<file path="src/rtl/sobel_frame_sched_if.sv">
// Control and address bundle between the Sobel frame sequencer and its
// controller/image-memory/write-back neighbours.
interface sobel_frame_sched_if #(
  parameter int ADDR_W = 14
);
  logic              start;
  logic              stall;
  logic              busy;
  logic              done;
  logic              rd_en;
  logic [ADDR_W-1:0] rd_addr_t;
  logic [ADDR_W-1:0] rd_addr_m;
  logic [ADDR_W-1:0] rd_addr_b;
  logic              wr_valid;
  logic [ADDR_W-1:0] wr_addr;
  logic              wr_border;

  modport master (
    input  start, stall,
    output busy, done, rd_en, rd_addr_t, rd_addr_m, rd_addr_b,
           wr_valid, wr_addr, wr_border
  );

  modport slave (
    output start, stall,
    input  busy, done, rd_en, rd_addr_t, rd_addr_m, rd_addr_b,
           wr_valid, wr_addr, wr_border
  );
endinterface

</file>
<file path="src/rtl/sobel_frame_sched.sv">
// Raster-order frame walker for the 3x3 Sobel window: issues three row reads per
// fetch and replays each completed window as a write-back token LAT cycles later.
module sobel_frame_sched #(
  parameter int IMG_W  = 128,
  parameter int IMG_H  = 128,
  parameter int ADDR_W = 14,
  parameter int LAT    = 3
) (
  input  logic                  clk,
  input  logic                  rst,
  sobel_frame_sched_if.master   bus
);
  localparam int R_W  = $clog2(IMG_H);
  localparam int F_W  = $clog2(IMG_W + 1);
  localparam int FL_W = $clog2(LAT) + 1;

  typedef enum logic [1:0] {IDLE, RUN, FLUSH, DONE} state_t;

  state_t            state_q, state_d;
  logic [R_W-1:0]    r_q, r_d;
  logic [F_W-1:0]    f_q, f_d;
  logic [FL_W-1:0]   fl_q, fl_d;
  logic              busy_q, busy_d;
  logic              done_q, done_d;
  logic              rd_en_q, rd_en_d;
  logic [ADDR_W-1:0] addr_t_q, addr_t_d, addr_m_q, addr_m_d, addr_b_q, addr_b_d;
  logic              tok_vld_q, tok_vld_d;
  logic [ADDR_W-1:0] tok_addr_q, tok_addr_d;
  logic              tok_brd_q, tok_brd_d;
  logic              dly_vld_q  [LAT];
  logic              dly_vld_d  [LAT];
  logic [ADDR_W-1:0] dly_addr_q [LAT];
  logic [ADDR_W-1:0] dly_addr_d [LAT];
  logic              dly_brd_q  [LAT];
  logic              dly_brd_d  [LAT];

  logic              last_f, last_r;
  logic [ADDR_W-1:0] fc, row_m, row_t, row_b;

  // Fetch geometry: the prefetch column reuses the last real column, edge rows replicate.
  always_comb begin
    last_f = (f_q == F_W'(IMG_W));
    last_r = (r_q == R_W'(IMG_H - 1));
    fc     = last_f ? ADDR_W'(IMG_W - 1) : ADDR_W'(f_q);
    row_m  = ADDR_W'(r_q) * ADDR_W'(IMG_W);
    row_t  = (r_q == '0) ? row_m : row_m - ADDR_W'(IMG_W);
    row_b  = last_r ? row_m : row_m + ADDR_W'(IMG_W);
  end

  always_comb begin
    state_d    = state_q;
    r_d        = r_q;
    f_d        = f_q;
    fl_d       = fl_q;
    busy_d     = (state_q != IDLE);
    done_d     = (state_q == DONE);
    rd_en_d    = 1'b0;
    addr_t_d   = addr_t_q;
    addr_m_d   = addr_m_q;
    addr_b_d   = addr_b_q;
    tok_vld_d  = 1'b0;
    tok_addr_d = '0;
    tok_brd_d  = 1'b0;
    case (state_q)
      IDLE: begin
        if (bus.start) begin
          state_d = RUN;
          r_d     = '0;
          f_d     = '0;
        end
      end
      RUN: begin
        if (!bus.stall) begin
          rd_en_d  = 1'b1;
          addr_t_d = row_t + fc;
          addr_m_d = row_m + fc;
          addr_b_d = row_b + fc;
          // Column f completes the window centred one column to the left.
          if (f_q != '0) begin
            tok_vld_d  = 1'b1;
            tok_addr_d = row_m + ADDR_W'(f_q) - ADDR_W'(1);
            tok_brd_d  = (r_q == '0) || last_r || (f_q == F_W'(1)) || last_f;
          end
          if (last_f) begin
            f_d = '0;
            if (last_r) begin
              state_d = FLUSH;
              r_d     = '0;
              fl_d    = '0;
            end else begin
              r_d = r_q + R_W'(1);
            end
          end else begin
            f_d = f_q + F_W'(1);
          end
        end
      end
      FLUSH: begin
        if (fl_q == FL_W'(LAT - 1)) state_d = DONE;
        else                        fl_d    = fl_q + FL_W'(1);
      end
      DONE:    state_d = IDLE;
      default: state_d = IDLE;
    endcase
  end

  // Token delay line: mirrors the window datapath latency, shifts unconditionally.
  always_comb begin
    dly_vld_d[0]  = tok_vld_q;
    dly_addr_d[0] = tok_addr_q;
    dly_brd_d[0]  = tok_brd_q;
    for (int i = 1; i < LAT; i++) begin
      dly_vld_d[i]  = dly_vld_q[i-1];
      dly_addr_d[i] = dly_addr_q[i-1];
      dly_brd_d[i]  = dly_brd_q[i-1];
    end
  end

  always_ff @(posedge clk or posedge rst) begin
    if (rst) begin
      state_q    <= IDLE;
      r_q        <= '0;
      f_q        <= '0;
      fl_q       <= '0;
      busy_q     <= 1'b0;
      done_q     <= 1'b0;
      rd_en_q    <= 1'b0;
      addr_t_q   <= '0;
      addr_m_q   <= '0;
      addr_b_q   <= '0;
      tok_vld_q  <= 1'b0;
      tok_addr_q <= '0;
      tok_brd_q  <= 1'b0;
      for (int i = 0; i < LAT; i++) begin
        dly_vld_q[i]  <= 1'b0;
        dly_addr_q[i] <= '0;
        dly_brd_q[i]  <= 1'b0;
      end
    end else begin
      state_q    <= state_d;
      r_q        <= r_d;
      f_q        <= f_d;
      fl_q       <= fl_d;
      busy_q     <= busy_d;
      done_q     <= done_d;
      rd_en_q    <= rd_en_d;
      addr_t_q   <= addr_t_d;
      addr_m_q   <= addr_m_d;
      addr_b_q   <= addr_b_d;
      tok_vld_q  <= tok_vld_d;
      tok_addr_q <= tok_addr_d;
      tok_brd_q  <= tok_brd_d;
      dly_vld_q  <= dly_vld_d;
      dly_addr_q <= dly_addr_d;
      dly_brd_q  <= dly_brd_d;
    end
  end

  assign bus.busy      = busy_q;
  assign bus.done      = done_q;
  assign bus.rd_en     = rd_en_q;
  assign bus.rd_addr_t = addr_t_q;
  assign bus.rd_addr_m = addr_m_q;
  assign bus.rd_addr_b = addr_b_q;
  assign bus.wr_valid  = dly_vld_q[LAT-1];
  assign bus.wr_addr   = dly_addr_q[LAT-1];
  assign bus.wr_border = dly_brd_q[LAT-1];
endmodule

</file>
<file path="src/flat_wrapper.sv">
// flat-port wrapper written by rule: the top's interface ports become plain ports
module sobel_frame_sched_flat 
#(
  parameter int IMG_W  = 128,
  parameter int IMG_H  = 128,
  parameter int ADDR_W = 14,
  parameter int LAT    = 3
)
  (clk, rst, bus_start, bus_stall, bus_busy, bus_done, bus_rd_en, bus_rd_addr_t, bus_rd_addr_m, bus_rd_addr_b, bus_wr_valid, bus_wr_addr, bus_wr_border);
  sobel_frame_sched_if #(.ADDR_W(ADDR_W)) bus_i ();
  input  logic clk;
  input  logic rst;
  input wire logic [$bits(bus_i.start)-1:0] bus_start;
  input wire logic [$bits(bus_i.stall)-1:0] bus_stall;
  output wire logic [$bits(bus_i.busy)-1:0] bus_busy;
  output wire logic [$bits(bus_i.done)-1:0] bus_done;
  output wire logic [$bits(bus_i.rd_en)-1:0] bus_rd_en;
  output wire logic [$bits(bus_i.rd_addr_t)-1:0] bus_rd_addr_t;
  output wire logic [$bits(bus_i.rd_addr_m)-1:0] bus_rd_addr_m;
  output wire logic [$bits(bus_i.rd_addr_b)-1:0] bus_rd_addr_b;
  output wire logic [$bits(bus_i.wr_valid)-1:0] bus_wr_valid;
  output wire logic [$bits(bus_i.wr_addr)-1:0] bus_wr_addr;
  output wire logic [$bits(bus_i.wr_border)-1:0] bus_wr_border;
  assign bus_i.start = bus_start;
  assign bus_i.stall = bus_stall;
  assign bus_busy = bus_i.busy;
  assign bus_done = bus_i.done;
  assign bus_rd_en = bus_i.rd_en;
  assign bus_rd_addr_t = bus_i.rd_addr_t;
  assign bus_rd_addr_m = bus_i.rd_addr_m;
  assign bus_rd_addr_b = bus_i.rd_addr_b;
  assign bus_wr_valid = bus_i.wr_valid;
  assign bus_wr_addr = bus_i.wr_addr;
  assign bus_wr_border = bus_i.wr_border;
  sobel_frame_sched #(.IMG_W(IMG_W), .IMG_H(IMG_H), .ADDR_W(ADDR_W), .LAT(LAT)) u_core (.clk(clk), .rst(rst), .bus(bus_i));
endmodule
</file>
<file path="config.mk">
export PLATFORM = sky130hd
export DESIGN_NAME = sobel_frame_sched_flat
export DESIGN_NICKNAME = d
export VERILOG_FILES = /design/src/rtl/sobel_frame_sched_if.sv /design/src/rtl/sobel_frame_sched.sv /design/src/flat_wrapper.sv
export SDC_FILE = /design/constraint.sdc
export NUM_CORES = 1
export LEC_CHECK = 0
export ABC_AREA = 1
export CAP_MARGIN = 20
export CORE_UTILIZATION = 35
export DETAILED_ROUTE_END_ITERATION = 10
export SYNTH_ARGS = -nofsm -noshare
export SYNTH_HDL_FRONTEND = slang
export SYNTH_SLANG_ARGS = --single-unit
</file>
<file path="constraint.sdc">
create_clock -name clk -period 4.4 [get_ports clk]
set_input_delay 0.66 -clock clk [delete_from_list [all_inputs] [get_ports clk]]
set_output_delay 0.66 -clock clk [all_outputs]
set_load 0.01 [all_outputs]
</file>
==> reports/qor.csv <==
stage;metric;value;unit
yosys;synth_top_area_share;50.9;%
timing;fmax;364;MHz
global_routing;gr-usage-met2;25.0;%
pwr;combPwrFrac;31.1;%
place;gp_congestion;0.842;
timing;worst_slack;1.65;ns
pwr;clkPwrFrac;33.2;%
drt;avgRoutedWirePerCell;13.0;µm
clock_tree;clock_latency;0.41;ns
drt;routed_wirelength;11.5;mm
layout;nNetsFinal;710;
die;start_util;35.7;%
yosys;avgSynthCellArea;9.51;µm²
worst_setup_path;r2r_start;u_core.f_q[2];
clock_tree;path_clk_slew;0.06;ns
global_routing;busiest_layer;met2;
yosys;synth_area;5650;µm²
pwr;ir_drop;0.297;mV
timing;min_period;2.75;ns
die;die_h;129;µm
timing;setup-tns-final;0;ns
drt;postRouteAntennaNets;0;
clock_tree;htreeDepth;4;
clock_tree;post_cts_buffers;0;
drt;vias;4059;
die;dieArea;16700;µm²
yosys;synthCells;594;
worst_setup_path;path_class;reg -> reg;
global_routing;grtUsageTotal;15.1;%
pwr;p_sw;1310;µW
die;pin_count;65;
min_path;min_to;u_core.bus.wr_addr[0];
pwr;internal-power;2740;µW
clock_tree;max-clock-path-buffers;2;
yosys;synth_commonest_cells;nand2_1, dfrtp_1, inv_1;
drt;drtIter0Drc;191;
die;rows;46;
min_path;min_path_type;reg -> reg;
global_routing;gr-usage-met1;18.5;%
global_routing;grt-ovfl-total;0;
min_path;holdCritStartpoint;u_core.dly_addr_d[0];
yosys;syn_nets;649;
pwr;switching_share;32.3;%
layout;final_util;44.3;%
layout;syn2layout_area_growth;24.0;%
global_routing;grtUsageMet3;4.42;%
yosys;async_flop_share;100;%
yosys;ys_seq_area_share;50.9;%
yosys;yosysMostFrequentCell;nand2_1;
timing;final.setup_skew;0.00865;ns
timing;setup_viol;0;
drt;vias_per_cell;4.60;
global_routing;grt_antenna_before_repair;0;
drt;first_pass_iters;4;
drt;route.detailed.drc;0;
worst_setup_path;crit_path_end_kind;register;
clock_tree;cts.sinks;115;
clock_tree;cts-buffers-inserted;17;
global_routing;grt_max_degree;69;
timing;slew-limit-headroom;46.1;%
yosys;yosys.area.top_type;dfrtp_1;
worst_setup_path;critPathMaxFanout;11;
global_routing;grt_pass1_wl;19.3;mm
timing;period_share;62.4;%
timing;tightest_slew;0.808;ns
clock_tree;ctsResizeCount;0;
layout;final_layout_size_suffix_gt1_share;9.90;%
outcome;status;finished, final reports clean;
layout;antennaDiodeCount;0;
place;dp_hpwl;8.20;mm
worst_setup_path;worstReg2RegEnd;u_core.bus.rd_addr_m[13];
worst_setup_path;critPathRequiredTime;4.72;ns
worst_setup_path;startpoint_type;register;
yosys;ys_ff_latch;115;
clock_tree;ctsHoldBuffers;0;
worst_setup_path;cp_data_arrival_time;3.06;ns
min_path;holdPathStages;0;
clock_tree;cts_root_buf;clkbuf_16;
die;die_x;129;µm
die;core-area;15800;µm²
place;place_ws;1.76;ns
clock_tree;cts_tree;yes;
yosys;synthTopCellsByArea;dfrtp_1, ha_1, nand2_1, inv_1, nand3_1;
yosys;synth_edf_count;0;
flow_run;maxCapViolCount;0;
pwr;p_leak;0.00352;µW
yosys;synth_top_flop_cell;dfrtp_1;
timing;hold_viol_final;0;
pwr;p_seq_share;35.7;%
timing;finalMaxSlewViolations;0;
worst_setup_path;r2r_setup_slack;1.65;ns
place;numPortBuffers;64;
timing;rsz0062_at_grt;no;
pwr;pwr_density_cell;577;nW/µm²
yosys;yosys_warnings;0;
global_routing;grt_pass1_vias;4060;
worst_setup_path;r2r_cells;13;
yosys;synthDistinctLibCells;37;
-- routing by layer --
layer,share of wire (%),wire [µm]
met5,0,0
met4,1.8,204
met3,4.1,471
met2,49,5610
met1,45,5170
-- cells by family (layout without fill, tap and decap cells) --
family / count (synthesis) / count (layout) / synth area share, %
fa+ha+maj: 51 / 51 / 11.4
flops: 115 / 115 / 50.9
simple gates: 233 / 233 / 19.2
xor+xnor: 12 / 12 / 1.86
buf+inv: 99 / 172 / 8.01
compound gates: 84 / 84 / 8.57
-- layout by cell type, fill, tap and decap left out, drive strengths merged, types with 5 or more instances in the layout --
cell type / count
nor2: 49
inv: 78
nand2: 133
dfrtp: 115
o21ai: 37
clkinvlp: 5
clkdlybuf4s50: 64
nand3: 35
a21oi: 23
ha: 50
a31oi: 14
clkbuf: 21
nand4: 10
xor2: 8
-- sequential cells by signal (all words and copies together), names as in the netlist, 2 cells and up --
| name | cells |
|---|---|
| u_core.dly_addr_d | 28 |
| u_core.state_q | 2 |
| u_core.bus.rd_addr_b | 14 |
| u_core.r_q | 7 |
| u_core.f_q | 8 |
| u_core.bus.rd_addr_t | 7 |
| u_core.dly_vld_d | 2 |
| u_core.bus.wr_addr | 14 |
| u_core.tok_addr_q | 14 |
| u_core.fl_q | 3 |
| u_core.dly_brd_d | 2 |
| u_core.bus.rd_addr_m | 7 |
-- critical path, stage by stage (launching register included) --
cell and delay [ns]:
dfrtp_1 0.43, inv_1 0.21, ha_1 0.21, nand2_1 0.06, inv_1 0.06, nand4_1 0.42, inv_1 0.22, nor2_1 0.10
ha_1 0.24, ha_1 0.23, nand2_1 0.09, nor2_1 0.05, xor2_1 0.13, o21ai_0 0.18
-- area by class of cell --
type | count | area [µm²]
Sequential cell | 115 | 2880
Fill cell | 1480 | 8820
Multi-Input combinational cell | 380 | 2320
Inverter | 75 | 287
Tap cell | 216 | 270
Timing Repair Buffer | 66 | 668
Clock buffer | 21 | 460
Clock inverter | 10 | 124
-- stage by stage --
stage	hold WS, ns	power (µW)	cells	area [µm²]
after CTS	0.346	4080	883	7010
after global routing	0.350	4300	883	7010
final	0.343	4040	883	7010
after detailed placement	0.335	2720	852	6420
after floorplan	0.331	2230	594	5650
after global placement	0.331	2690	852	6420
-- power groups by stage --
stage                     combinational, µW  sequential (µW)  clock (µW)
after detailed placement               1250             1470           0
after global routing                   1400             1470        1430
after CTS                              1260             1450        1370
final                                  1260             1440        1340
after floorplan                         732             1500           0
after global placement                 1240             1450           0
-- worst max-delay path by stage --
stage               cells past startpoint                  endpoint     startpoint  slack, ns
floorplan                               1           u_core.bus.busy            rst       0.70
global placement                        6             u_core.f_q[0]      bus_stall       1.84
detailed placement                     13  u_core.bus.rd_addr_m[13]  u_core.f_q[2]       1.76
CTS                                    13  u_core.bus.rd_addr_m[13]  u_core.f_q[2]       1.69
global route                           13  u_core.bus.rd_addr_m[13]  u_core.f_q[2]       1.48
finish                                 13  u_core.bus.rd_addr_m[13]  u_core.f_q[2]       1.65
(Power assumes the default switching activity.)
